`config.mk`:
```
export PLATFORM = sky130hd
export DESIGN_NAME = mem_ctrl
export DESIGN_NICKNAME = d
export VERILOG_FILES = /design/src/rtl/mem_ctrl_pkg.sv /design/src/rtl/mem_decode.sv /design/src/rtl/mem_ctrl.sv
export SDC_FILE = /design/constraint.sdc
export NUM_CORES = 1
export LEC_CHECK = 0
export ABC_CLOCK_PERIOD_IN_PS = 2000
export CORE_UTILIZATION = 39
export CTS_BUF_LIST = sky130_fd_sc_hd__clkbuf_16
export CTS_CLUSTER_SIZE = 28
export DETAILED_ROUTE_END_ITERATION = 16
export GPL_TIMING_DRIVEN = 0
export PLACE_DENSITY = 0.8
export SLEW_MARGIN = 30
export SYNTH_ARGS = -nofsm -noshare
export SYNTH_HDL_FRONTEND = slang
export SYNTH_HIERARCHICAL = 1
export SYNTH_SLANG_ARGS = --single-unit
```
`constraint.sdc`:
```
create_clock -name clk -period 2 [get_ports clk]
set_input_delay 0.2 -clock clk [delete_from_list [all_inputs] [get_ports clk]]
set_output_delay 0.2 -clock clk [all_outputs]
set_load 0.03 [all_outputs]
```
`src/rtl/mem_ctrl_pkg.sv`:
```
// mem_ctrl_pkg
// Shared definitions for the memory controller slice: bus widths, the
// default RAM base address and the controller state encoding.
// Imported by mem_decode and mem_ctrl.
package mem_ctrl_pkg;

  localparam int ADDR_W = 16;
  localparam int OFFS_W = 15;
  localparam int DATA_W = 8;

  // RAM occupies the upper 32 KiB of the 16-bit byte address space.
  localparam logic [ADDR_W-1:0] RAM_BASE_DEFAULT = 16'h8000;

  // Explicit values keep the encoding stable for anything that probes
  // the raw state bits.
  typedef enum logic [1:0] {
    IDLE  = 2'd0,
    READ  = 2'd1,
    WRITE = 2'd2,
    RESP  = 2'd3
  } state_t;

endpackage

```
`src/rtl/mem_decode.sv`:
```
// mem_decode
// Combinational address decode for the memory controller.
// Ports:
//   addr   in  16 : byte address from the core
//   is_ram out  1 : address lies in the RAM region (addr >= RAM_BASE)
//   offset out 15 : byte offset inside the selected 32 KiB region
import mem_ctrl_pkg::*;

module mem_decode #(
  parameter logic [ADDR_W-1:0] RAM_BASE = RAM_BASE_DEFAULT
) (
  input  logic [ADDR_W-1:0] addr,
  output logic              is_ram,
  output logic [OFFS_W-1:0] offset
);

  // Both regions are 32 KiB aligned, so the offset is simply the low
  // 15 bits and no subtraction or wrap handling is required.
  assign is_ram = (addr >= RAM_BASE);
  assign offset = addr[OFFS_W-1:0];

endmodule

```
`src/rtl/mem_ctrl.sv`:
```
// mem_ctrl
// Request/response controller in front of the ramblock array and the ROM.
// Accepts single-byte loads/stores over a valid/ready handshake, steers
// them to RAM (upper half) or ROM (lower half) and returns data or a fault.
// Ports:
//   clk, rst                      : clock, async active-high reset
//   req_valid/req_ready           : request handshake
//   req_wr, req_addr, req_wdata   : request fields (1 = store)
//   rsp_valid/rsp_ready           : response handshake
//   rsp_rdata, rsp_fault          : load data (0 for stores), ROM-store fault
//   ram_address, ram_wr, ram_din  : ramblock write/address pins
//   ram_dout                      : ramblock combinational read data
//   rom_address, rom_dout         : ROM address and combinational data
// Build option: define MEMCTL_POSTED_WRITE_EN to post RAM stores, i.e. skip
// the WRITE state and pulse ram_wr during the first RESP cycle instead.
import mem_ctrl_pkg::*;

module mem_ctrl #(
  parameter logic [ADDR_W-1:0] RAM_BASE = RAM_BASE_DEFAULT
) (
  input  logic              clk,
  input  logic              rst,
  input  logic              req_valid,
  output logic              req_ready,
  input  logic              req_wr,
  input  logic [ADDR_W-1:0] req_addr,
  input  logic [DATA_W-1:0] req_wdata,
  output logic              rsp_valid,
  input  logic              rsp_ready,
  output logic [DATA_W-1:0] rsp_rdata,
  output logic              rsp_fault,
  output logic [OFFS_W-1:0] ram_address,
  output logic              ram_wr,
  output logic [DATA_W-1:0] ram_din,
  input  logic [DATA_W-1:0] ram_dout,
  output logic [OFFS_W-1:0] rom_address,
  input  logic [DATA_W-1:0] rom_dout
);

  state_t              state;
  logic [OFFS_W-1:0]   offs_q;
  logic [DATA_W-1:0]   wdata_q;
  logic [DATA_W-1:0]   rdata_q;
  logic                is_ram_q;
  logic                fault_q;
  logic                req_is_ram;
  logic [OFFS_W-1:0]   req_offs;
`ifdef MEMCTL_POSTED_WRITE_EN
  logic                drain;
`endif

  mem_decode #(.RAM_BASE(RAM_BASE)) u_decode (
    .addr   (req_addr),
    .is_ram (req_is_ram),
    .offset (req_offs)
  );

  // Request capture, read-data capture and sequencing. Only one request is
  // ever in flight; everything the outputs need is latched on accept so the
  // core may change its request inputs freely afterwards.
  always_ff @(posedge clk or posedge rst) begin
    if (rst) begin
      state    <= IDLE;
      offs_q   <= '0;
      wdata_q  <= '0;
      rdata_q  <= '0;
      is_ram_q <= 1'b0;
      fault_q  <= 1'b0;
`ifdef MEMCTL_POSTED_WRITE_EN
      drain    <= 1'b0;
`endif
    end else begin
      case (state)
        IDLE: begin
          if (req_valid) begin
            offs_q   <= req_offs;
            wdata_q  <= req_wdata;
            is_ram_q <= req_is_ram;
            fault_q  <= req_wr && !req_is_ram;
            rdata_q  <= '0;
            if (!req_wr) begin
              state <= READ;
            end else if (!req_is_ram) begin
              state <= RESP;
            end else begin
`ifdef MEMCTL_POSTED_WRITE_EN
              state <= RESP;
              drain <= 1'b1;
`else
              state <= WRITE;
`endif
            end
          end
        end
        READ: begin
          rdata_q <= is_ram_q ? ram_dout : rom_dout;
          state   <= RESP;
        end
        WRITE: begin
          state <= RESP;
        end
        RESP: begin
`ifdef MEMCTL_POSTED_WRITE_EN
          // The posted write occupies only the first RESP cycle.
          drain <= 1'b0;
`endif
          if (rsp_ready) begin
            state <= IDLE;
          end
        end
        default: state <= IDLE;
      endcase
    end
  end

  // All outputs come from registered state so ram_wr cannot glitch on
  // request-side input changes.
  assign req_ready   = (state == IDLE);
  assign rsp_valid   = (state == RESP);
  assign rsp_rdata   = rdata_q;
  assign rsp_fault   = fault_q;
  assign ram_address = offs_q;
  assign rom_address = offs_q;
  assign ram_din     = wdata_q;
`ifdef MEMCTL_POSTED_WRITE_EN
  assign ram_wr      = (state == RESP) && drain;
`else
  assign ram_wr      = (state == WRITE);
`endif

endmodule

```
# After elaboration in Yosys (flattened, before gate mapping)

Index checks and enable logic that the tools add are counted.

Register bits: 35
Logic and storage cells: 28

$lt $le $gt $ge: 1
Eq/ne operators: 5
Mux-type cells: 8
Reductions and logical operators: 8

Operator list:

| operator                                                               | count |
|---|---|
| 16-bit >= comparator (second input constant)                           | 1 |
| 8-bit two-way mux                                                      | 2 |
| 8-bit one-hot mux with 2 select lines                                  | 1 |
| 2-bit two-way mux                                                      | 3 |
| 2-bit one-hot mux with 3 select lines                                  | 1 |
| 2-bit AND reduction                                                    | 3 |
| 2-bit equality test (second input constant)                            | 2 |
| 2-bit by 1-bit equality test with 1-bit output (second input constant) | 1 |
| 2-bit logical NOT                                                      | 1 |
| 2-bit by 1-bit != test with 1-bit output (second input constant)       | 1 |
| 2-bit != test (second input constant)                                  | 1 |
| 2-bit nonzero test                                                     | 1 |
| 2-bit OR reduction                                                     | 1 |
| 1-bit logical AND                                                      | 1 |
| 1-bit logical NOT                                                      | 1 |
| 1-bit two-way mux                                                      | 1 |

# Depth between registers and ports, before layout

Gate-level depths: netlist of run 1.

Word-level depth: 5
Gate-level depth with buffers: 6
Gate-level depth less buffers: 5

# Cells and area by module

Netlist of run 1, hierarchy kept.

By module, submodules not included:

| module     | instances | cells an instance | area each (µm²) | seq. area each (µm²) |
|---|---|---|---|---|
| mem_ctrl   | 1         | 125               | 1652.8          | 875.8 |
| mem_decode | 1         | 16                | 116.4           | 0.0 |

# Least setup slack after synthesis of run 1

Ideal clock, no wire load.

Path type: register to register
Start: reg state[0]
End: reg rdata_q[0] (netlist: rsp_rdata[0])
Setup time: 0.121 ns
Data arrival time: 1.714 ns
Data required time: 1.879 ns
Slack: 0.165 ns
Stages on the path, launching flop included: 7
Path buffers: 1
Clock period less this slack: 1.835 ns
Cell sequence: dfrtp_1 -> inv_1 -> ha_1 -> mux2i_2 -> buf_6 -> nor2_1 -> a22o_1

Word-level cells in the longest chain between the ends: 3
Elaborated cells on any way between the ends: 6

RTL lines:

| element                                                              | RTL line       | text |
|---|---|---|
| start: declaration                                                   | mem_ctrl.sv:40 | `state_t state;` |
| start signal: assignment                                             | mem_ctrl.sv:63 | `state <= IDLE;` |
| start signal: assignment                                             | mem_ctrl.sv:82 | `state <= READ;` |
| start signal: assignment                                             | mem_ctrl.sv:84 | `state <= RESP;` |
| 2-bit logical NOT (*)                                                | -              |  |
| via req_ready                                                        | mem_ctrl.sv:24 | `output logic req_ready,` |
| 2-bit != test (no line) / 2-bit nonzero test (equally long branches) | -              |  |
| 2-bit AND reduction (no line)                                        | -              |  |
| end signal: assignment                                               | mem_ctrl.sv:96 | `rdata_q <= is_ram_q ? ram_dout : rom_dout;` |
| end: declaration                                                     | mem_ctrl.sv:43 | `logic [DATA_W-1:0] rdata_q;` |

Mark *: on every way through the listed nets, which the timed path passes. The rest lies on a longest branch.
A chain may end at the register's enable or synchronous reset.

# Worst setup path in the final report of run 1

Start: reg state[0]
End: out ram_wr

Word-level cells in the longest chain between the ends: 1

RTL lines:

| element             | RTL line        | text |
|---|---|---|
| 2-bit equality test | mem_ctrl.sv:128 | `assign ram_wr = (state == WRITE);` |
| end: declaration    | mem_ctrl.sv:33  | `output logic ram_wr,` |

Every way passes these cells.

==> key figures, run 1 <==
Synthesis
  • Synth warn: 6
  • Flops & latches, synth: 35
  • Synth cell types: 20
  • Most used DFF post-synth: dfrtp_1
  • Async S/R FF share, synth: 1.00
  • Post-synth EDFFs: 0
  • Synth top area share: 0.495
  • Syn avg cell area: between 10 and 15 sq um
  • Sequential element share of the synthesized area: 0.495
  • Post-synthesis instance total: 141
  • Synth area leaders: dfrtp_1 50%, mux2_2 15%, buf_4 13%
  • Post-Synthesis Net Count: roughly 190
  • Synth area leader: dfrtp_1
  • Mapped cell area: roughly 1800 sq um

Min path
  • Worst hold path type: in2reg
  • Hold Path Stages: 2
  • Worst Min Path Start: req_addr[9]

Clock tree
  • Root buffer cell: clkbuf_16
  • TritonCTS clock tree: built
  • H-tree depth: 2
  • Post-CTS Resized: 1
  • Clk_lat worst skew: around 0.27 ns
  • Postcts setup bufs: 0
  • Total CTS buffers: 5
  • CTS Hold Buffers Added: 0
  • Clk pin slew, worst setup/hold paths: ~0.05 ns
  • Max clock buf depth: 2
  • CTS Sinks: 35

Worst setup path
  • Crit path from: state[0]$_DFFE_PP0P_
  • R2R Path Start: state[1]$_DFFE_PP0P_
  • Slowest library cell on the worst path: clkdlybuf4s50_1
  • Crit-path max FO: 4
  • Arr. time, crit path: around 1.6 ns
  • Data required, critical path: 1.80 ns
  • Worst R2R Path Depth: 6
  • Crit path depth: 3
  • CP Class: reg2out
  • CP Capture Type: output port
  • Delay-heaviest family, CP: buffers and inverters
  • Crit-path max cell delay: ~0.66 ns
  • CP cell instances: inv_1, ha_1, clkdlybuf4s50_1
  • Critical path launch point type: flop
  • Crit path buf inv count: 2

Cells and area
  • Commonest non-fill, non-tap cell in the layout: clkdlybuf4s50_1
  • Area growth, synth to finish: 55.0%
  • Filler Cell Count: roughly 360
  • Layout Utilization: 0.630
  • Share of layout cells above drive strength 1: 0.324
  • Commonest non-fill, non-tap cells in the layout: 77 x clkdlybuf4s50_1, 35 x dfrtp_1, 30 x buf_4
  • Area of the multi-input gates: 614 sq um
  • Ant diodes: 0
  • Nets@finish: 277
  • Register Area: between 800 and 900 sq um

Global routing
  • Antenna violations before repair: 0
  • Met1 Use GR: 0.185
  • GR Layer Usage met2: 0.257
  • Largest net degree at the start of global routing: 36
  • Global routing's busiest layer: met2
  • Via count of the first global-routing pass: roughly 1300
  • GRT Util Overall: 0.154
  • M3 GR Usage: 0.0567
  • First-pass GRT wire length: between 5000 and 6000 um
  • GR Overflow Total: 0

Placed design
  • Gp weighted congestion: 0.712
  • Post-DP HPWL: between 2000 and 3000 um
  • Port Buffer Count: between 70 and 80

Routing
  • DR pass1 iterations: 4
  • Vias: between 1000 and 1500
  • Routed length per instance: 12.4 um
  • Antenna-violating nets left: 0
  • Vias per cell: around 4.6
  • Iter 0 DRT Violations: between 60 and 70
  • DRC viols: 0
  • DRT Wirelength: around 3400 um

Floorplan
  • Die X: around 70 um
  • Core area: 4350 sq um
  • Num rows: 24
  • Die height: approximately 70 um
  • Die Area: approximately 4800 sq um
  • Starting Density: 0.406
  • I/O pins: 95

STA
  • Worst Skew: about 0.0017 ns
  • Max-slew violations: 0
  • Final Cycle Share: 0.917
  • Final setup viols: 0
  • Final Hold Viols: 0
  • Fmax: 545 MHz
  • Slew HR: 0.516
  • Min Tclk post-route: roughly 1.8 ns
  • Setup TNS: 0 ns
  • Slew @ Worst Pin: around 0.72 ns
  • RSZ-0062 raised after global routing: false

Flow run
  • Max_cap viols: 0

Power and ir drop
  • VDD IR max: 0.918 mV
  • PD cells: ~1900 nW/um^2
  • Leak pwr: about 1.3 nW

Outcome
  • Status: finished, final reports clean
## flip-flops by register name (all words and copies together), names as in the netlist
name	cells
rsp_rdata	8
state	2
is_ram_q	1
ram_din	8
ram_address	15
rsp_fault	1
## synthesized netlist by cell type, types with 2 or more instances
cell,number
nor2_1,8
buf_2,3
mux2_2,24
a22o_1,2
mux2i_1,11
ha_1,6
inv_1,5
o21ai_0,2
buf_4,30
a22o_2,6
dfrtp_1,35
## worst register-to-register path: stages, from the launching register on
cell and delay [ns]:
dfrtp_1 0.39, inv_1 0.15, ha_1 0.28, mux2i_2 0.42, buf_6 0.20, nor2_1 0.05, a22o_1 0.17
## kinds of logic (layout without fill, tap and decap cells)
family          count (synthesis)  count (layout)  synth area share
compound gates                 11              11            0.0530
mux                            36              36             0.223
flops                          35              35             0.495
fa+ha+maj                       6               6            0.0424
simple gates                   12              12            0.0290
buf+inv                        41             125             0.158
## final timing paths
check,end,slack [ns]
max,ram_wr,0.17
min,ram_address[9]$_DFFE_PP0P_,0.16
max in group asynchronous,rsp_rdata[7]$_DFFE_PP0P_,1.13
min in group asynchronous,ram_address[0]$_DFFE_PP0P_,0.39
max reg2reg,rsp_rdata[0]$_DFFE_PP0P_,0.22
min reg2reg,rsp_fault$_DFFE_PP0P_,0.49
## final cells by class
class | instances | share of cell area
repair buffers | 78 | 0.284
plain buffers | 36 | 0.0949
inverters | 5 | 0.00684
flip-flops and latches | 35 | 0.319
clock inverters | 1 | 0.00137
clock buffers | 5 | 0.0456
multi-input cells | 65 | 0.224
well taps | 52 | 0.0237
## power breakdown
| group | total [W] | switching, W | leakage, nW | internal (W) |
|---|---|---|---|---|
| sequential | 0.00128 | 0.000215 | 0.428 | 0.00107 |
| clock | 0.000683 | 0.000242 | 0.0669 | 0.000441 |
| combinational | 0.00327 | 0.00169 | 0.755 | 0.00158 |
## metrics by stage
step / cells / area [sq um] / hold WS [ns] / power [W] / setup WS (ns)
6_report: 277 / 2740 / 0.162 / 0.00523 / 0.167
3_3_place_gp: 271 / 2620 / 0.432 / 0.00454 / 0.168
5_1_grt: 277 / 2740 / 0.165 / 0.00552 / 0.0669
4_1_cts: 277 / 2740 / 0.159 / 0.00529 / 0.153
3_5_place_dp: 271 / 2620 / 0.437 / 0.00459 / 0.205
2_1_floorplan: 141 / 1770 / 0.348 / 0.00338 / 0.165
## routing by layer
layer | vias to the layer above | wire length, um | part of all wire
met3 | 2 | 296 | 0.086
met1 | 602 | 1430 | 0.42
met2 | 53 | 1680 | 0.49
li1 | 611 | - | -
met4 | 0 | 14 | 0.0041
met5 | - | 0 | 0
Note: power is estimated with default switching activity, not from simulation.
==> run 2: changes to the inputs <==
Settings changed: ABC_AREA from default to 1, CORE_UTILIZATION 39 to 40, SLEW_MARGIN 30 to 20.
==> run 2 against run 1 <==
  * The run now ends with DRC left
  * Die area is 5.8% higher
  * Core utilization rose by 1.8 points
  * Critical path type unchanged
  * Clock-buffer cell count unchanged
  * Non-clock buffer count up 5
==> key figures, run 2 <==
Synthesis
  • Post-synth EDFFs: 0 (unchanged)
  • Syn avg cell area: 8.29 sq um (-34%)
  • Commonest cells in the synthesized netlist: 96 x nand2_1, 39 x nand3_1, 35 x dfrtp_1
  • Mapped cell area: 1920 sq um (+8.7%)
  • Synth warn: 6 (unchanged)
  • Flops & latches, synth: 35 (unchanged)
  • Most used DFF post-synth: dfrtp_1
  • Most numerous cell in the Yosys netlist: nand2_1
  • Synth cell types: 14 (-30%)
  • Post-synthesis instance total: 232 (+65%)
  • Synth top area share: 0.455 (-0.0396)
  • Async S/R FF share, synth: 1.00 (unchanged)
  • Synth area leaders: dfrtp_1 46%, nand2_1 19%, buf_4 12%
  • Post-Synthesis Net Count: 283 (+47%)
  • Sequential element share of the synthesized area: 0.455 (-0.0396)
  • Synth area leader: dfrtp_1

Power and ir drop
  • VDD IR max: 0.927 mV (+0.97%)
  • Leak pwr: 1.51 nW (+21%)
  • Sequential share of power: 0.241 (-0.004)
  • Combinational power share: 0.616 (-0.008)
  • Internal power: 0.00277 W (-10%)
  • PnR Total Power: 0.00499 W (-4.7%)
  • PD cells: 1720 nW/um^2 (-9.8%)
  • Sw frac: 0.445 (+0.0353)
  • Sw power: 0.00222 W (+3.5%)
  • Clock power frac: 0.143 (+0.012)

Routing
  • DR pass1 iterations: 10 (+6)
  • Antenna-violating nets left: 0 (unchanged)
  • DRT Wirelength: 4540 um (+33%)
  • DRC viols: 6 (+6)
  • Vias: 1724 (+36%)
  • Routed length per instance: 12.3 um (-0.52%)
  • Iter 0 DRT Violations: 115 (+85%)
  • Vias per cell: 4.67 (+2.1%)

Placed design
  • Port Buffer Count: 77 (-1.3%)
  • Post-DP HPWL: 3430 um (+30%)
  • Gp weighted congestion: 0.787 (+10%)
  • Worst slack, placed: 0.336 ns (+0.131 ns)

Floorplan
  • I/O pins: 95 (unchanged)
  • Die height: 71.3 um (+2.9%)
  • Die Area: 5090 sq um (+5.8%)
  • Starting Density: 0.430 (+0.0235)
  • Core area: 4470 sq um (+2.8%)
  • Num rows: 24 (unchanged)
  • Die X: 71.3 um (+2.9%)

Global routing
  • Largest net degree at the start of global routing: 36 (unchanged)
  • GR Overflow Total: 0 (unchanged)
  • Antenna violations before repair: 0 (unchanged)
  • Via count of the first global-routing pass: 1686 (+29%)
  • First-pass GRT wire length: 7520 um (+28%)
  • GRT Util Overall: 0.191 (+0.0364)

STA
  • Final Cycle Share: 0.934 (+0.0172)
  • RSZ-0062 raised after global routing: false
  • Min Tclk post-route: 1.87 ns (+0.0343 ns)
  • Fmax: 535 MHz (-1.8%)
  • Setup TNS: 0 ns (unchanged)
  • Final Hold Viols: 0 (unchanged)
  • Slew @ Worst Pin: 0.735 ns (+0.0104 ns)
  • Final setup viols: 0 (unchanged)
  • Worst Skew: 0.00292 ns (+0.00122 ns)
  • Slack of the critical path: 0.132 ns (-0.0343 ns)
  • Final hold slack: 0.150 ns (-0.0127 ns)
  • Slew HR: 0.510 (-0.00694)
  • Max-slew violations: 0 (unchanged)

Clock tree
  • Root buffer cell: clkbuf_16
  • Clk pin slew, worst setup/hold paths: 0.05 ns (about the same)
  • CTS Sinks: 35 (unchanged)
  • Clk_lat worst skew: 0.27 ns (about the same)
  • Total CTS buffers: 5 (unchanged)
  • Max clock buf depth: 2 (unchanged)
  • H-tree depth: 2 (unchanged)
  • TritonCTS clock tree: built

Worst setup path
  • CP cell instances: inv_1, ha_1, clkdlybuf4s50_1
  • Data required, critical path: 1.80 ns (about the same)
  • CP Class: reg2out
  • CP Capture Type: output port
  • Crit path buf inv count: 2 (unchanged)
  • Crit-path max FO: 5 (+1)
  • Critical path launch point type: flop
  • Crit-path max cell delay: 0.67 ns (about the same)
  • Delay-heaviest family, CP: buffers and inverters
  • Arr. time, crit path: 1.67 ns (+0.04 ns)
  • Slowest library cell on the worst path: clkdlybuf4s50_1

Cells and area
  • Nets@finish: 367 (+32%)
  • Ant diodes: 0 (unchanged)
  • Commonest non-fill, non-tap cells in the layout: 96 x nand2_1, 76 x clkdlybuf4s50_1, 39 x nand3_1
  • Commonest non-fill, non-tap cell in the layout: nand2_1
  • Layout Utilization: 0.648 (+0.0180)
  • Max FFs per register: 15 (unchanged)
  • Area growth, synth to finish: 50.7%
  • Share of layout cells above drive strength 1: 0.170 (-0.154)

Flow run
  • Max_cap viols: 0 (unchanged)

Min path
  • Worst hold path type: in2reg

Outcome
  • Failing checks: DRC
  • Status: finished with violations
run 2: cell count changes after synthesis, moves of 2 or more:
cell / change
nor2_1: -8
a22o_2: -6
inv_1: +2
nand2_1: +95
buf_6: +5
mux2_2: -24
buf_4: +2
inv_2: +2
o21ai_0: -2
mux2i_1: -11
nand3_1: +38
a22o_1: -2
nand2_4: +2
run 2: final timing paths:
path | startpoint | endpoint | slack, ns | cells past startpoint
max | state[0]$_DFFE_PP0P_ | ram_wr | 0.13 | 3
min | req_addr[14] | ram_address[14]$_DFFE_PP0P_ | 0.15 | 3
max reg2reg | state[1]$_DFFE_PP0P_ | rsp_rdata[0]$_DFFE_PP0P_ | 0.53 | 8
min reg2reg | ram_din[3]$_DFFE_PP0P_ | ram_din[3]$_DFFE_PP0P_ | 0.47 | 2
max in group asynchronous | rst | ram_din[7]$_DFFE_PP0P_ | 1.15 | 2
min in group asynchronous | rst | rsp_rdata[3]$_DFFE_PP0P_ | 0.38 | 2
run 2: kinds of logic (layout without fill, tap and decap cells):
family / after synthesis / count (layout) / synth area share
and+or+nand+nor: 139 / 139 / 0.314
DFF: 35 / 35 / 0.455
adders and majority gates: 6 / 6 / 0.0390
buffers and inverters: 51 / 136 / 0.187
AOI/OAI and AO/OA: 1 / 1 / 0.00456
run 2: layout make-up:
type,instances,area (sq um)
fillers,388,1580
flip-flops and latches,35,876
repair buffers,77,773
multi-input cells,146,688
plain buffers,42,325
clock buffers,5,125
well taps,52,65.1
inverters,9,33.8
clock inverters,3,12.5
run 2: repair_timing:
| item | in CTS | in global routing |
|---|---|---|
| hold buffers | 0 | 0 |
| setup buffers | 0 | 0 |
| gates resized for setup | 0 | 1 |
| setup endpoints to repair | 0 | 1 |
run 2: power by group through the flow:
stage	registers [W]	clock network [W]	logic [W]
after floorplan	0.00170	0	0.00147
after global placement	0.00120	0	0.00303
after detailed placement	0.00121	0	0.00310
after CTS	0.00120	0.000730	0.00310
after global routing	0.00125	0.000767	0.00330
final	0.00120	0.000715	0.00307
run 2: per-stage QoR:
step,instances,area [sq um]
after floorplan,232,1920
after global placement,361,2760
after CTS,369,2900
after global routing,369,2900
after detailed placement,361,2760
final,369,2900
run 2: per-layer routing:
metal  vias to the layer above  part of all wire  track usage
met5                         -                 0            0
met4                         0             0.011       0.0644
met3                         4             0.073       0.0534
met2                        62              0.51        0.344
met1                       796              0.41        0.216
li1                        862                 -            -
run 2: tightest hold or removal path, delay by kind of cell:
kind | cells | cell delay (ns)
buffers and inverters | 1 | 0.08
AND/OR/NAND/NOR | 2 | 0.11
==> run 3: changes to the inputs <==
Settings changed: CELL_PAD_IN_SITES_DETAIL_PLACEMENT from default to 0, CELL_PAD_IN_SITES_GLOBAL_PLACEMENT from default to 1, CORE_UTILIZATION 40 to 28, MAX_ROUTING_LAYER from default to met4, PLACE_DENSITY 0.8 to default, PLACE_DENSITY_LB_ADDON from default to 0.1.
==> run 3 against run 2 <==
  * The run still ends with DRC left
  * Worst hold slack lost 0.0023 ns
  * Total power up 0.21%
  * Maximum frequency is 0.31% lower
  * Setup slack worse by 0.0057 ns
  * Sequential cell count unchanged
  * Clock power increased by 1%
  * Clock-buffer cell count unchanged
  * Clock skew is 0.0015 ns lower
  * Critical endpoint unchanged
  * Largest power group unchanged
==> key figures, run 3 (synthesis results as in run 2) <==
Outcome
  • Status: finished with violations
  • Failing checks: DRC

Cells and area
  • Final Instance Count excl. Fillers: 394 (+6.8%)
  • Share of layout cells above drive strength 1: 0.174 (+0.00315)
  • Max FFs per register: 15 (unchanged)
  • Commonest non-fill, non-tap cell in the layout: nand2_1
  • Area of the multi-input gates: 688 sq um (unchanged)
  • Nets@finish: 368 (+0.27%)
  • Commonest non-fill, non-tap cells in the layout: 96 x nand2_1, 76 x clkdlybuf4s50_1, 39 x nand3_1
  • Register Area: 876 sq um (unchanged)
  • Filler Cell Count: 646 (+66%)
  • Ant diodes: 0 (unchanged)
  • Area growth, synth to finish: 53.2%
  • Layout Utilization: 0.454 (-0.194)

Routing
  • DRT Wirelength: 4810 um (+5.9%)
  • Vias per cell: 4.23 (-9.6%)
  • Vias: 1665 (-3.4%)
  • Iter 0 DRT Violations: 69 (-40%)
  • Routed length per instance: 12.2 um (-0.79%)
  • DRC viols: 6 (unchanged)
  • DR pass1 iterations: 10 (unchanged)
  • Antenna-violating nets left: 0 (unchanged)

Clock tree
  • Post-CTS Resized: 0 (unchanged)
  • TritonCTS clock tree: built
  • Postcts setup bufs: 0 (unchanged)
  • CTS Hold Buffers Added: 0 (unchanged)
  • CTS Sinks: 35 (unchanged)
  • Total CTS buffers: 5 (unchanged)
  • H-tree depth: 2 (unchanged)
  • Root buffer cell: clkbuf_16
  • Clk pin slew, worst setup/hold paths: 0.05 ns (about the same)
  • Max clock buf depth: 2 (unchanged)
  • Clk_lat worst skew: 0.27 ns (about the same)

Global routing
  • Largest net degree at the start of global routing: 28 (-22%)
  • First-pass GRT wire length: 7870 um (+4.7%)
  • Antenna violations before repair: 0 (unchanged)
  • Via count of the first global-routing pass: 1596 (-5.3%)
  • GR Overflow Total: 0 (unchanged)
  • GRT Util Overall: 0.144 (-0.0461)

STA
  • Slew @ Worst Pin: 0.369 ns (-0.366 ns)
  • Worst Skew: 0.00145 ns (-0.00147 ns)
  • Min Tclk post-route: 1.87 ns (+0.00572 ns)
  • Fmax: 534 MHz (-0.31%)
  • Final setup viols: 0 (unchanged)
  • Final Cycle Share: 0.937 (+0.00286)
  • RSZ-0062 raised after global routing: false
  • Slew HR: 0.754 (+0.245)
  • Final Hold Viols: 0 (unchanged)
  • Final hold slack: 0.147 ns (-0.00227 ns)
  • Setup TNS: 0 ns (unchanged)
  • Max-slew violations: 0 (unchanged)

Flow run
  • Max_cap viols: 0 (unchanged)

Floorplan
  • Die X: 84.9 um (+19%)
  • Starting Density: 0.296 (-0.134)
  • Core area: 6490 sq um (+45%)
  • Die Area: 7200 sq um (+42%)
  • Num rows: 29 (+21%)
  • I/O pins: 95 (unchanged)
  • Die height: 84.9 um (+19%)

Worst setup path
  • Slowest library cell on the worst path: clkdlybuf4s50_1
  • CP cell instances: inv_1, ha_1, clkdlybuf4s50_1
  • Critical path launch point type: flop
  • Crit-path max FO: 5 (unchanged)
  • Delay-heaviest family, CP: buffers and inverters
  • CP Capture Type: output port
  • Data required, critical path: 1.80 ns (about the same)
  • Crit path buf inv count: 2 (unchanged)
  • CP Class: reg2out
  • Arr. time, crit path: 1.67 ns (about the same)
  • Crit-path max cell delay: 0.66 ns (about the same)

Power and ir drop
  • VDD IR max: 0.529 mV (-43%)
  • Sw power: 0.00223 W (+0.48%)
  • PnR Total Power: 0.00500 W (+0.21%)
  • PD cells: 1700 nW/um^2 (-1.4%)
  • Sw frac: 0.447 (+0.00120)
  • Clock power frac: 0.145 (+0.002)
  • Sequential share of power: 0.241 (about the same)
  • Leak pwr: 1.51 nW (about the same)
  • Internal power: 0.00277 W (about the same)
  • Combinational power share: 0.615 (about the same)

Placed design
  • Post-DP HPWL: 3520 um (+2.6%)
  • Gp weighted congestion: 0.794 (+0.94%)
  • DP Cell Count: 387 (+7.2%)
  • Port Buffer Count: 77 (unchanged)

Min path
  • Worst hold path type: in2reg
-- run 3: changes by cell type in the layout (fill, tap and decap cells not counted) --
cell,delta
buf_12,+1
clkinv_1,+1
inv_1,-2
-- run 3: area by class of cell --
| cell class | instances | area share |
|---|---|---|
| repair buffers | 78 | 0.269 |
| flip-flops and latches | 35 | 0.297 |
| inverters | 9 | 0.0115 |
| clock buffers | 5 | 0.0425 |
| clock inverters | 2 | 0.00297 |
| plain buffers | 42 | 0.110 |
| well taps | 77 | 0.0327 |
| multi-input cells | 146 | 0.234 |
-- run 3: power by group through the flow --
stage	logic (W)	clock network, W	registers [W]
global placement	0.00309	0	0.00120
CTS	0.00311	0.000744	0.00121
finish	0.00307	0.000723	0.00120
detailed placement	0.00311	0	0.00121
global route	0.00332	0.000776	0.00125
floorplan	0.00147	0	0.00170
-- run 3: path summary, 6_finish.rpt --
kind	slack (ns)	depth (start not counted)	startpoint	end
worst max-delay path	0.13	3	state[0]$_DFFE_PP0P_	ram_wr
worst min-delay path	0.15	3	req_addr[14]	ram_address[14]$_DFFE_PP0P_
worst max register to register	0.52	8	state[0]$_DFFE_PP0P_	rsp_rdata[3]$_DFFE_PP0P_
worst min register to register	0.47	2	ram_din[7]$_DFFE_PP0P_	ram_din[7]$_DFFE_PP0P_
max in group asynchronous	1.42	3	rst	ram_din[3]$_DFFE_PP0P_
min in group asynchronous	0.16	2	rst	ram_address[1]$_DFFE_PP0P_
-- run 3: per-stage QoR --
stage                     cell area, sq um  setup slack (ns)
final                                 2950             0.126
after floorplan                       1920             0.498
after global routing                  2950            0.0687
after global placement                2790            0.0691
after detailed placement              2810             0.350
after CTS                             2940            0.0432
-- run 3: tightest hold or removal path: cells and delay by family --
family,cells,cell delay [ns]
simple gates,2,0.11
buf+inv,1,0.08
-- run 3: layer usage --
metal  global-route usage  vias up  wire (um)
li1                     -      864          -
met1                0.180      747       2240
met2                0.235       52       2270
met3               0.0340        2        262
met4               0.0416        0         29
met5                    -        -          0
